### config.mk
export PLATFORM = sky130hd
export DESIGN_NAME = psum_outbuf_reader_flat
export DESIGN_NICKNAME = d
export VERILOG_FILES = /design/src/rtl/dp_pkg.sv /design/src/rtl/psum_outbuf_reader_if.sv /design/src/rtl/psum_lane_sel.sv /design/src/rtl/psum_outbuf_reader.sv /design/src/flat_wrapper.sv
export SDC_FILE = /design/constraint.sdc
export NUM_CORES = 1
export LEC_CHECK = 0
export ABC_AREA = 1
export CAP_MARGIN = 20
export CORE_UTILIZATION = 47
export CTS_BUF_LIST = sky130_fd_sc_hd__clkbuf_4 sky130_fd_sc_hd__clkbuf_8 sky130_fd_sc_hd__clkbuf_16
export DETAILED_ROUTE_END_ITERATION = 8
export GPL_ROUTABILITY_DRIVEN = 1
export HOLD_SLACK_MARGIN = 0.02
export PLACE_DENSITY = 0.87
export SKIP_CTS_REPAIR_TIMING = 1
export SLEW_MARGIN = 20
export SYNTH_ARGS = -nofsm -noshare
export SYNTH_HDL_FRONTEND = slang
export SYNTH_SLANG_ARGS = --single-unit
### constraint.sdc
create_clock -name clk -period 2.33 [get_ports clk]
set_input_delay 0.233 -clock clk [delete_from_list [all_inputs] [get_ports clk]]
set_output_delay 0.233 -clock clk [all_outputs]
set_load 0.1 [all_outputs]
### src/rtl/dp_pkg.sv
// Shared datapath definitions for the PE output-buffer reader and input-side writer.
// Holds bus widths, default lane geometry and the common frame state encoding.
package dp_pkg;

  localparam int OUT_WIDTH      = 32;
  localparam int PSUM_WIDTH_DEF = 16;
  localparam int OUTBUF_PAR_DEF = 2;
  localparam int CNT_WIDTH_DEF  = 16;

  typedef enum logic [2:0] {
    IDLE  = 3'd0,
    FETCH = 3'd1,
    WAIT  = 3'd2,
    SEND  = 3'd3,
    DONE  = 3'd4
  } dp_state_e;

  // Lane index width; a single-lane buffer still gets a 1-bit index.
  function automatic int idx_width(input int lanes);
    return (lanes > 1) ? $clog2(lanes) : 1;
  endfunction

endpackage

### src/rtl/psum_outbuf_reader_if.sv
// Buffer-pop and output-stream bundle of the psum output-buffer reader.
// master = the reader, slave = buffer plus downstream consumer.
interface psum_outbuf_reader_if #(
  parameter int PAR    = 2,
  parameter int PSUM_W = 16
);
  import dp_pkg::*;

  logic                    buf_empty;
  logic                    buf_rd_en;
  logic [PAR*PSUM_W-1:0]   buf_rd_data;
  logic [OUT_WIDTH-1:0]    outData;
  logic                    out_valid;
  logic                    out_ready;

  modport master (
    output buf_rd_en,
    output outData,
    output out_valid,
    input  buf_empty,
    input  buf_rd_data,
    input  out_ready
  );

  modport slave (
    input  buf_rd_en,
    input  outData,
    input  out_valid,
    output buf_empty,
    output buf_rd_data,
    output out_ready
  );

endinterface

### src/rtl/psum_lane_sel.sv
// Holds one popped lane group, steps through its lanes and sign-extends the
// selected psum onto the 32-bit output bus.
module psum_lane_sel
  import dp_pkg::*;
#(
  parameter  int PAR    = OUTBUF_PAR_DEF,
  parameter  int PSUM_W = PSUM_WIDTH_DEF,
  localparam int IDX_W  = idx_width(PAR)
) (
  input  logic                  clk,
  input  logic                  rst,
  input  logic                  load_i,
  input  logic                  advance_i,
  input  logic [PAR*PSUM_W-1:0] lanes_i,
  output logic [OUT_WIDTH-1:0]  data_o,
  output logic                  last_o
);

  logic [PAR*PSUM_W-1:0] lane_q;
  logic [IDX_W-1:0]      idx_q;
  logic [PSUM_W-1:0]     lane_arr [PAR];
  logic [PSUM_W-1:0]     psum_sel;

  for (genvar gi = 0; gi < PAR; gi++) begin : g_unpack
    assign lane_arr[gi] = lane_q[gi*PSUM_W +: PSUM_W];
  end

  always_ff @(posedge clk or posedge rst) begin
    if (rst) begin
      lane_q <= '0;
      idx_q  <= '0;
    end else if (load_i) begin
      lane_q <= lanes_i;
      idx_q  <= '0;
    end else if (advance_i) begin
      idx_q  <= idx_q + IDX_W'(1);
    end
  end

  // Priority-free mux written as a loop so non-power-of-two lane counts stay in range.
  always_comb begin
    psum_sel = lane_arr[0];
    for (int i = 1; i < PAR; i++) begin
      if (idx_q == IDX_W'(i)) psum_sel = lane_arr[i];
    end
  end

  assign last_o = (idx_q == IDX_W'(PAR - 1));

  if (PSUM_W < OUT_WIDTH) begin : g_sext
    assign data_o = {{(OUT_WIDTH - PSUM_W){psum_sel[PSUM_W-1]}}, psum_sel};
  end else begin : g_full
    assign data_o = psum_sel;
  end

endmodule

### src/rtl/psum_outbuf_reader.sv
// Drains the PE output buffer one lane group per pop and streams the psums one
// per beat on a valid/ready bus; one frame of cfg_count psums per start pulse.
module psum_outbuf_reader
  import dp_pkg::*;
#(
  parameter int OUTBUF_PAR_READ  = OUTBUF_PAR_DEF,
  parameter int INPUT_PSUM_WIDTH = PSUM_WIDTH_DEF,
  parameter int CNT_WIDTH        = CNT_WIDTH_DEF
) (
  input  logic                 clk,
  input  logic                 rst,
  input  logic                 start,
  input  logic [CNT_WIDTH-1:0] cfg_count,
  output logic                 busy,
  output logic                 done,
  psum_outbuf_reader_if.master bus
);

  dp_state_e            state_q, state_d;
  logic [CNT_WIDTH-1:0] remaining_q, remaining_d;
  logic                 load_lane;
  logic                 advance_lane;
  logic                 last_lane;
  logic                 rd_en;
  logic                 valid;

  psum_lane_sel #(
    .PAR    (OUTBUF_PAR_READ),
    .PSUM_W (INPUT_PSUM_WIDTH)
  ) u_lane_sel (
    .clk       (clk),
    .rst       (rst),
    .load_i    (load_lane),
    .advance_i (advance_lane),
    .lanes_i   (bus.buf_rd_data),
    .data_o    (bus.outData),
    .last_o    (last_lane)
  );

  always_ff @(posedge clk or posedge rst) begin
    if (rst) begin
      state_q     <= IDLE;
      remaining_q <= '0;
    end else begin
      state_q     <= state_d;
      remaining_q <= remaining_d;
    end
  end

  always_comb begin
    state_d      = state_q;
    remaining_d  = remaining_q;
    rd_en        = 1'b0;
    valid        = 1'b0;
    load_lane    = 1'b0;
    advance_lane = 1'b0;
    case (state_q)
      IDLE: begin
        if (start) begin
          remaining_d = cfg_count;
          state_d     = (cfg_count == '0) ? DONE : FETCH;
        end
      end
      FETCH: begin
        rd_en = !bus.buf_empty;
        if (!bus.buf_empty) state_d = WAIT;
      end
      // Buffer returns data one cycle after the pop.
      WAIT: begin
        load_lane = 1'b1;
        state_d   = SEND;
      end
      SEND: begin
        valid = 1'b1;
        if (bus.out_ready) begin
          advance_lane = 1'b1;
          remaining_d  = remaining_q - CNT_WIDTH'(1);
          if (remaining_q == CNT_WIDTH'(1)) begin
            state_d = DONE;
          end else if (last_lane) begin
            state_d = FETCH;
          end
        end
      end
      DONE: begin
        state_d = IDLE;
      end
      default: begin
        state_d = IDLE;
      end
    endcase
  end

  // Outputs decode the registered state only, so out_ready never reaches out_valid.
  assign bus.buf_rd_en = rd_en;
  assign bus.out_valid = valid;
  assign busy          = (state_q == FETCH) || (state_q == WAIT) || (state_q == SEND);
  assign done          = (state_q == DONE);

endmodule

### src/flat_wrapper.sv
// flat-port wrapper written by rule: the top's interface ports become plain ports
module psum_outbuf_reader_flat import dp_pkg::*;
#(
  parameter int OUTBUF_PAR_READ  = OUTBUF_PAR_DEF,
  parameter int INPUT_PSUM_WIDTH = PSUM_WIDTH_DEF,
  parameter int CNT_WIDTH        = CNT_WIDTH_DEF
)
  (clk, rst, start, cfg_count, busy, done, bus_buf_rd_en, bus_outData, bus_out_valid, bus_buf_empty, bus_buf_rd_data, bus_out_ready);
  psum_outbuf_reader_if #(.PAR((2)), .PSUM_W((16))) bus_i ();
  input  logic clk;
  input  logic rst;
  input  logic start;
  input  logic [CNT_WIDTH-1:0] cfg_count;
  output logic busy;
  output logic done;
  output wire logic [$bits(bus_i.buf_rd_en)-1:0] bus_buf_rd_en;
  output wire logic [$bits(bus_i.outData)-1:0] bus_outData;
  output wire logic [$bits(bus_i.out_valid)-1:0] bus_out_valid;
  input wire logic [$bits(bus_i.buf_empty)-1:0] bus_buf_empty;
  input wire logic [$bits(bus_i.buf_rd_data)-1:0] bus_buf_rd_data;
  input wire logic [$bits(bus_i.out_ready)-1:0] bus_out_ready;
  assign bus_buf_rd_en = bus_i.buf_rd_en;
  assign bus_outData = bus_i.outData;
  assign bus_out_valid = bus_i.out_valid;
  assign bus_i.buf_empty = bus_buf_empty;
  assign bus_i.buf_rd_data = bus_buf_rd_data;
  assign bus_i.out_ready = bus_out_ready;
  psum_outbuf_reader #(.OUTBUF_PAR_READ(OUTBUF_PAR_READ), .INPUT_PSUM_WIDTH(INPUT_PSUM_WIDTH), .CNT_WIDTH(CNT_WIDTH)) u_core (.clk(clk), .rst(rst), .start(start), .cfg_count(cfg_count), .busy(busy), .done(done), .bus(bus_i));
endmodule
==> results.txt <==
----------------------------------------------------
[Run status]
  Result of the run ... finished clean

[Worst setup path]
  RR Endpoint ... u_core.remaining_q[10]$_DFFE_PP0P_
  Kind of capture point of the worst setup path ... output port
  Startpoint type of the worst setup path ... register
  Critical path fanouts, max ... 17
  CP Class ... reg2out
  Capturing instance or port of the critical path ... bus_outData[19]
  Number of cells on the worst reg-to-reg path ... 8
  Launch point of the critical path ... u_core.u_lane_sel.last_o$_DFFE_PP0P_
  Critical register-to-register path startpoint ... u_core.state_q[1]$_DFFE_PP0P_
  Arrival time of data at the critical path endpoint ... 1.84 ns
  Data required time at the worst endpoint ... about 2.1 ns
  Setup slack on the worst flop-to-flop path ... 0.51 ns

[Job]
  Maximum Capacitance Violations ... 0

[Floorplanning]
  Floorplan die area ... 0.00665 mm2
  Placeable core area ... 0.00603 mm2
  Overall die width ... 81.6 um
  Total I/O pin count ... between 80 and 90
  Height of the die ... roughly 80 um
  Effective utilization at floorplan ... 49.4%
  Cell row count ... 28

[Final layout]
  Area of the multi-input gates ... between 0.001 and 0.0015 mm2
  Number of nets in the final layout ... around 520
  Antenna Diode Count ... 0
  Total non-filler cell area in the finished layout ... 0.00425 mm2
  Filler instances ... 455
  Share of post-route cells with drive strength above 1 ... 16.0%
  Growth of design area from synthesis to finish ... 42.9%
  Register cell area after layout ... 0.00130 mm2

[Timing]
  Peak clock frequency supported by timing ... 0.483 GHz
  Final setup violating endpoints ... 0
  Clock Skew ... 0.00623 ns
  Post-route fraction of the period consumed by the critical path ... 88.8%
  Slew at the pin closest to its max-slew limit ... around 0.53 ns
  Max Slew Vio Count ... 0
  Setup repair after global routing missed its margin ... false
  Count of final hold-check violations ... 0
  Worst rel slew slack ... 64.3%
  Final worst path period need ... 2.07 ns

[Route]
  Wirelength per Cell ... 13.3 um
  DR DRC count ... 0
  Final ANT Viol Nets ... 0
  Pre-antenna DRT Iters ... 5
  Post-Route WL ... 7210 um
  Via total after detailed routing ... 2796
  Via density per instance ... 5.15
  Detailed Route Iter0 Violations ... 131

[Global routing]
  First-pass GRT wire length ... 11500 um
  Total congestion overflow after global routing ... 0
  Initial antenna violation count ... 0
  Pin count of the biggest net entering global routing ... 53
  Via count of the first global-routing pass ... 2614
  All-layer global routing usage ... 22.7%

[Synth]
  Cells after Synth ... 397
  Warning count from the yosys run ... 0
  Net Count, Synth ... 452
  Average instance area after synthesis ... roughly 7.5 um2
  Unique cell type count in the Yosys netlist ... 23
  Synthesized cell area ... between 0.002 and 0.003 mm2
  Number of flops mapped to enable cells by yosys ... 0
  Post-synthesis register bit count ... 52
  Sequential area share after synthesis ... around 44%
  Dominant synthesized flop cell ... sky130_fd_sc_hd__dfrtp_1
  Async S/R FF share, synth ... 100%

[Place]
  Final GP Congestion ... ~0.89
  Number of buffer cells added on primary ports ... just under 90
  Sum of net half-perimeters after detailed placement ... 5430 um
  Instance area after placement ... 0.00416 mm2

[Hold path]
  Min-Delay Path Class ... in2async

[Clocking]
  Clock tree root driver cell ... sky130_fd_sc_hd__clkbuf_8
  Number of H-tree levels ... 2
  CTS tree ... built
  Clock input transition at the sequential cells of the worst setup and hold paths ... 0.09 ns
  Skew-Pair Late Insertion Delay ... 0.30 ns
  Inserted Clock Buffers ... 5
  Clock Tree Buf Depth ... 2
  Num Clock Sinks ... 52

----------------------------------------------------
-- Yosys cell counts (2+ instances only) --
master	number	area, um2
sky130_fd_sc_hd__nand2_1	103	387
sky130_fd_sc_hd__nor2_1	65	244
sky130_fd_sc_hd__dfrtp_1	52	1300
sky130_fd_sc_hd__inv_1	40	150
sky130_fd_sc_hd__o21ai_0	34	170
sky130_fd_sc_hd__a21oi_1	20	100
sky130_fd_sc_hd__buf_4	20	150
sky130_fd_sc_hd__mux2_2	16	180
sky130_fd_sc_hd__nand3_1	16	80.1
sky130_fd_sc_hd__buf_2	6	30.0
sky130_fd_sc_hd__clkbuf_1	4	15.0
sky130_fd_sc_hd__nand2_2	3	18.8
sky130_fd_sc_hd__nand3b_1	3	22.5
sky130_fd_sc_hd__nand4_1	3	18.8
sky130_fd_sc_hd__o211ai_1	3	22.5
sky130_fd_sc_hd__ha_1	2	25.0
-- per-stage QoR --
step | worst slack [ns] | setup TNS (ns) | std cells | hold WS (ns) | utilization [%]
finish | 0.261 | 0 | 543 | 0.287 | 70.6
global route | 0.136 | 0 | 543 | 0.310 | 70.6
CTS | 0.250 | 0 | 543 | 0.297 | 70.6
detailed placement | 0.559 | 0 | 535 | 0.493 | 69.0
global placement | 0.630 | 0 | 535 | 0.486 | 69.0
floorplan | -0.741 | -6.54 | 397 | 0.383 | -
-- final cells by class --
cell class / instances / area share [%]
clock buffer: 7 / 2.12
clock inverter: 1 / 0.177
inverter: 41 / 3.62
multi-input combinational: 273 / 31.0
sequential: 52 / 30.6
tap: 75 / 2.21
timing repair buffer: 94 / 30.2
-- layer usage --
metal / global-route usage [%] / vias to the layer above / share of wire, %
met5: 0 / - / 0
met4: 6.61 / 0 / 1.4
met3: 4.33 / 9 / 7.1
met2: 43.3 / 101 / 52
met1: 25.2 / 1311 / 40
li1: - / 1375 / -
-- registers in the layout, summed over array words and instances, names as in the netlist --
| signal | flops |
|---|---|
| u_core.u_lane_sel.last_o | 1 |
| u_core.state_q | 3 |
| u_core.remaining_q | 16 |
| u_core.u_lane_sel.lane_q | 32 |
-- placed cells by master, fill, tap and decap left out, types with 2 or more instances in the layout --
master                            synthesis  layout
sky130_fd_sc_hd__inv_1                   40      39
sky130_fd_sc_hd__buf_4                   20       6
sky130_fd_sc_hd__nand4_1                  3       3
sky130_fd_sc_hd__nor2_1                  65      65
sky130_fd_sc_hd__dfrtp_1                 52      52
sky130_fd_sc_hd__nand3b_1                 3       3
sky130_fd_sc_hd__clkbuf_8                 0       6
sky130_fd_sc_hd__nand2_1                103     102
sky130_fd_sc_hd__o211ai_1                 3       3
sky130_fd_sc_hd__nand2_2                  3       4
sky130_fd_sc_hd__clkdlybuf4s50_1          0      52
sky130_fd_sc_hd__nand3_1                 16      16
sky130_fd_sc_hd__ha_1                     2       2
sky130_fd_sc_hd__mux2_2                  16      16
sky130_fd_sc_hd__o21ai_0                 34      27
sky130_fd_sc_hd__buf_12                   0      36
sky130_fd_sc_hd__o21ai_1                  1       7
sky130_fd_sc_hd__a21oi_1                 20      20
sky130_fd_sc_hd__inv_2                    1       2
-- worst min path at each step --
stage                                             startpoint                                       end  slack, ns  cells past startpoint
floorplan                                bus_buf_rd_data[20]  u_core.u_lane_sel.lane_q[20]$_DFFE_PP0P_       0.38                      1
global placement    u_core.u_lane_sel.lane_q[21]$_DFFE_PP0P_  u_core.u_lane_sel.lane_q[21]$_DFFE_PP0P_       0.49                      1
detailed placement  u_core.u_lane_sel.lane_q[20]$_DFFE_PP0P_  u_core.u_lane_sel.lane_q[20]$_DFFE_PP0P_       0.49                      1
CTS                                                      rst         u_core.remaining_q[8]$_DFFE_PP0P_       0.30                      3
global route                                             rst         u_core.remaining_q[7]$_DFFE_PP0P_       0.31                      3
finish                                                   rst         u_core.remaining_q[8]$_DFFE_PP0P_       0.29                      3
-- critical path, stage by stage (launching register included) --
cell and delay, ns:
sky130_fd_sc_hd__dfrtp_1 0.65, sky130_fd_sc_hd__nand2_1 0.12, sky130_fd_sc_hd__o21ai_2 0.08, sky130_fd_sc_hd__buf_4 0.44, sky130_fd_sc_hd__buf_12 0.24
-- cells by family (layout without fill, tap and decap cells) --
family | after synthesis | after routing | share of synthesized area, %
buf+inv | 72 | 143 | 12.1
mux | 16 | 16 | 6.06
compound gates | 60 | 60 | 10.7
flops | 52 | 52 | 43.7
simple gates | 194 | 194 | 26.3
xor+xnor | 1 | 1 | 0.294
fa+ha+maj | 2 | 2 | 0.841
Power is not shown: default switching activity piles up to over one toggle a cycle in this logic, so the estimate is an artifact.
